## config.mk

```make
export PLATFORM = sky130hd
export DESIGN_NAME = hls_call_queue
export DESIGN_NICKNAME = d
export VERILOG_FILES = /design/src/rtl/hls_call_queue.sv
export SDC_FILE = /design/constraint.sdc
export NUM_CORES = 1
export LEC_CHECK = 0
export CAP_MARGIN = 25
export CORE_ASPECT_RATIO = 0.75
export CORE_MARGIN = 2
export CORE_UTILIZATION = 40
export DETAILED_ROUTE_END_ITERATION = 16
export SLEW_MARGIN = 20
export SYNTH_ARGS = -nofsm -noshare
export SYNTH_HDL_FRONTEND = slang
export SYNTH_SLANG_ARGS = --single-unit
export TNS_END_PERCENT = 5
```

## constraint.sdc

```tcl
create_clock -name clock -period 9.5 [get_ports clock]
set_input_delay 0.95 -clock clock [delete_from_list [all_inputs] [get_ports clock]]
set_output_delay 0.95 -clock clock [all_outputs]
set_load 0.02 [all_outputs]
```

## src/rtl/hls_call_queue.sv

```systemverilog
// Call/return front-end for an HLS kernel: buffers caller invocations in a FIFO,
// issues them to one kernel with a cap on outstanding calls, and returns done counts.
module hls_call_queue #(
    parameter int NUM_ARGS     = 5,
    parameter int ARG_W        = 64,
    parameter int DEPTH        = 4,
    parameter int MAX_INFLIGHT = 2
) (
    input  logic                                clock,
    input  logic                                reset,
    input  logic                                start,
    output logic                                busy,
    input  logic [NUM_ARGS*ARG_W-1:0]           args,
    output logic                                done,
    input  logic                                stall,
    output logic                                k_start,
    input  logic                                k_busy,
    output logic [NUM_ARGS*ARG_W-1:0]           k_args,
    input  logic                                k_done,
    output logic                                k_stall,
    output logic [$clog2(DEPTH+1)-1:0]          level,
    output logic [$clog2(MAX_INFLIGHT+1)-1:0]   inflight,
    output logic                                err
);

    localparam int LW = $clog2(DEPTH + 1);
    localparam int IW = $clog2(MAX_INFLIGHT + 1);
    localparam int PW = $clog2(DEPTH);
    localparam logic [LW-1:0] DEPTH_L = LW'(DEPTH);
    localparam logic [IW-1:0] MAX_L   = IW'(MAX_INFLIGHT);

    logic [NUM_ARGS*ARG_W-1:0] mem [DEPTH];
    logic [PW-1:0]             wr_ptr;
    logic [PW-1:0]             rd_ptr;
    logic [IW-1:0]             pend;
    logic                      accept;
    logic                      issue;
    logic                      kacc;
    logic                      ret;

    assign busy    = reset | (level == DEPTH_L);
    assign accept  = start & ~busy;
    assign k_start = (level != '0) & (inflight < MAX_L);
    assign issue   = k_start & ~k_busy;
    // pend == inflight means nothing is outstanding at the kernel
    assign k_stall = (pend == inflight);
    assign kacc    = k_done & ~k_stall;
    assign done    = (pend != '0);
    assign ret     = done & ~stall;
    assign k_args  = mem[rd_ptr];

    always_ff @(posedge clock) begin
        if (accept) begin
            mem[wr_ptr] <= args;
        end
    end

    always_ff @(posedge clock) begin
        if (reset) begin
            wr_ptr   <= '0;
            rd_ptr   <= '0;
            level    <= '0;
            inflight <= '0;
            pend     <= '0;
            err      <= 1'b0;
        end else begin
            if (accept) begin
                wr_ptr <= wr_ptr + PW'(1);
            end
            if (issue) begin
                rd_ptr <= rd_ptr + PW'(1);
            end

            if (accept && !issue) begin
                level <= level + LW'(1);
            end else if (!accept && issue) begin
                level <= level - LW'(1);
            end

            if (issue && !ret) begin
                inflight <= inflight + IW'(1);
            end else if (!issue && ret) begin
                inflight <= inflight - IW'(1);
            end

            if (kacc && !ret) begin
                pend <= pend + IW'(1);
            end else if (!kacc && ret) begin
                pend <= pend - IW'(1);
            end

            // a completion with nothing outstanding is dropped but remembered
            if (k_done && k_stall) begin
                err <= 1'b1;
            end
        end
    end

endmodule

```

==> out/summary.txt <==
Psw: 3955 uW
run status: completed
final hold vios: 0
clock sink count: 1294
Layout area overhead: 25.29%
largest net degree at the start of global routing: 143
Final period util: 0.5324
Clock Latency Late Sink: 720 ps
fin area: 59200 um2
Synthesized Nets: 2086
synthesis-stage register bit count: 1294
initial DRC count: 1325
VDD IR max: 0.1791 mV
Gates resized, CTS repair: 0
final cell count without fillers: 4142
clock power share: 0.319
grt ovf: 0
Avg WL per Cell: 24.53 um
Pleak: 0.01823 uW
row count: 109
logic gate share of total power: 0.228
I/O pin total: 656
Port Buffers: 655
final WL: 101.6 mm
routed vias: 20940
Mapped Avg Cell Area: 26.97 um2
setup_tns: 0 ps
CTS max path bufs: 3
yosys warns: 0
final setup fails: 0
Worst Max-Slew Pin Slew: 1193 ps
total core area: 117600 um2
setup bufs post-CTS: 0
power consumption: 15050 uW
vias in the first global route: 22290
Arr. time, crit path: 4110 ps
P_int: 11100 uW
Net Sw Frac: 0.2628
Final Util: 0.5036
Chip Height: 301.7 um
Detail Route Antenna Nets: 0
unrepaired setup endpoints after global routing: false
DP Area: 55170 um2
Synth Flop Type: edfxtp_1
CP Launch Type: flip-flop
initial antenna violation count: 24
top-count cell post-synth: edfxtp_1
# hold bufs at CTS: 0
leading post-synthesis cells by cell area: edfxtp_1, mux4_2, buf_12
DRC: 0
Slew Limit Fails: 0
Flop pwr share: 0.453
part of the Yosys area used for sequential elements: 0.8194
Setup Skew: 25.58 ps
die area: 120900 um2
# nets final: 2807
Cell Pwr Density: 254.2 nW/um2
Max-Cap Viols: 0
Synth top area share: 0.8135
CTS clk-pin slew, worst paths: 70 ps
Crit Path Class: flip-flop to output pin
Synth cell types: 31
crit path max fanout: 98
Die Wd: 400.9 um
Crit path required time: 8550 ps
GPL Wtd Cong: 0.7837
Avg Vias per Cell: 5.056
DP Cell Count: 3903
Synth Instances: 1752
total CTS buffers: 121
first-pass GRT wire length: 148.3 mm
CP Capture Type: output pin
Initial Utilization: 0.4019
CTS tree: built
drt pass-1 iters: 5
Root Buffer: clkbuf_16
ys async rst share: 0
EDFF count, synth: 1280
H-tree levels: 3
Post-synth top cells: edfxtp_1, mux4_2, buf_12
post-synth top area cell: edfxtp_1
Rel. slew slack: 0.2050
class of the worst hold path: flip-flop to flip-flop
synthesized area: 47250 um2
proportion of layout cells with a drive suffix above 1: 0.2046
Final HPWL DP: 61.73 mm
All-Layer GR Usage: 0.1653
FMAX: 197.7 MHz
minimum clock period: 5058 ps
[power by group through the flow]
stage,combinational [uW],clock (uW),sequential (uW)
6_report,3430,4790,6820
3_3_place_gp,3460,0,6950
3_5_place_dp,3470,0,6970
5_1_grt,3630,5140,6860
4_1_cts,3490,4920,6850
2_1_floorplan,2140,0,7020
[cell type report]
cell class / count / area [um2]
Antenna cell: 12 / 30.03
Clock buffer: 145 / 3118
Clock inverter: 81 / 858.3
Fill cell: 9164 / 58360
Inverter: 5 / 18.77
Multi-Input combinational cell: 378 / 7652
Sequential cell: 1294 / 38720
Tap cell: 1554 / 1944
Timing Repair Buffer: 673 / 6854
[critical path, cell delays in order (launching register included)]
cell and delay (ps):
dfxtp_4 700, buf_12 290, buf_4 390, buf_12 550, mux4_2 610, clkdlybuf4s50_1 590
[cell usage in the layout (no fill, tap or decap), types with 7 or more instances in the layout]
| cell | netlist | final |
|---|---|---|
| ha_1 | 7 | 7 |
| mux4_2 | 320 | 320 |
| clkdlybuf4s50_1 | 0 | 655 |
| diode_2 | 0 | 12 |
| clkbuf_1 | 8 | 24 |
| clkinv_1 | 0 | 24 |
| clkinv_2 | 0 | 26 |
| clkbuf_16 | 0 | 121 |
| bufinv_16 | 0 | 14 |
| edfxtp_1 | 1280 | 1280 |
| dfxtp_1 | 14 | 12 |
| buf_12 | 33 | 13 |
| nor2_1 | 8 | 8 |
[sequential cells by signal, summed over array words and instances (netlist names), named ones only]
register  cells
rd_ptr        2
level         3
mem        1280
wr_ptr        2
inflight      2
pend          2
err           1
[stage by stage]
step                hold WS, ps  worst slack [ps]
CTS                       503.7              4134
global route              548.9              4068
floorplan                 472.6             30.46
global placement          470.1              4861
finish                    504.8              4442
detailed placement        486.6              4692
[routing by layer]
layer / GRT usage / share of wire
met5: 0 / 0.0019
met4: 0.04591 / 0.023
met3: 0.05727 / 0.076
met2: 0.2742 / 0.51
met1: 0.2076 / 0.39
[path summary, 6_finish.rpt]
| check | start | end | cells after the start | slack, ps |
|---|---|---|---|---|
| worst min-delay path | err | err | 2 | 500 |
| worst min register to register | err | err | 2 | 500 |
| worst max register to register | level[0] | mem[0][318] | 5 | 6040 |
| worst max-delay path | flip-flop | k_args[107] | 5 | 4440 |
[logic make-up after synthesis]
kind of cell	synth area share
flip-flops	0.8194
multiplexers	0.1534
buffers and inverters	0.01885
AND/OR/NAND/NOR	0.003416
AO/OA/AOI/OAI	0.001139
XOR/XNOR	0.001483
adder cells (fa/ha/maj)	0.002277
(Power assumes the default switching activity.)
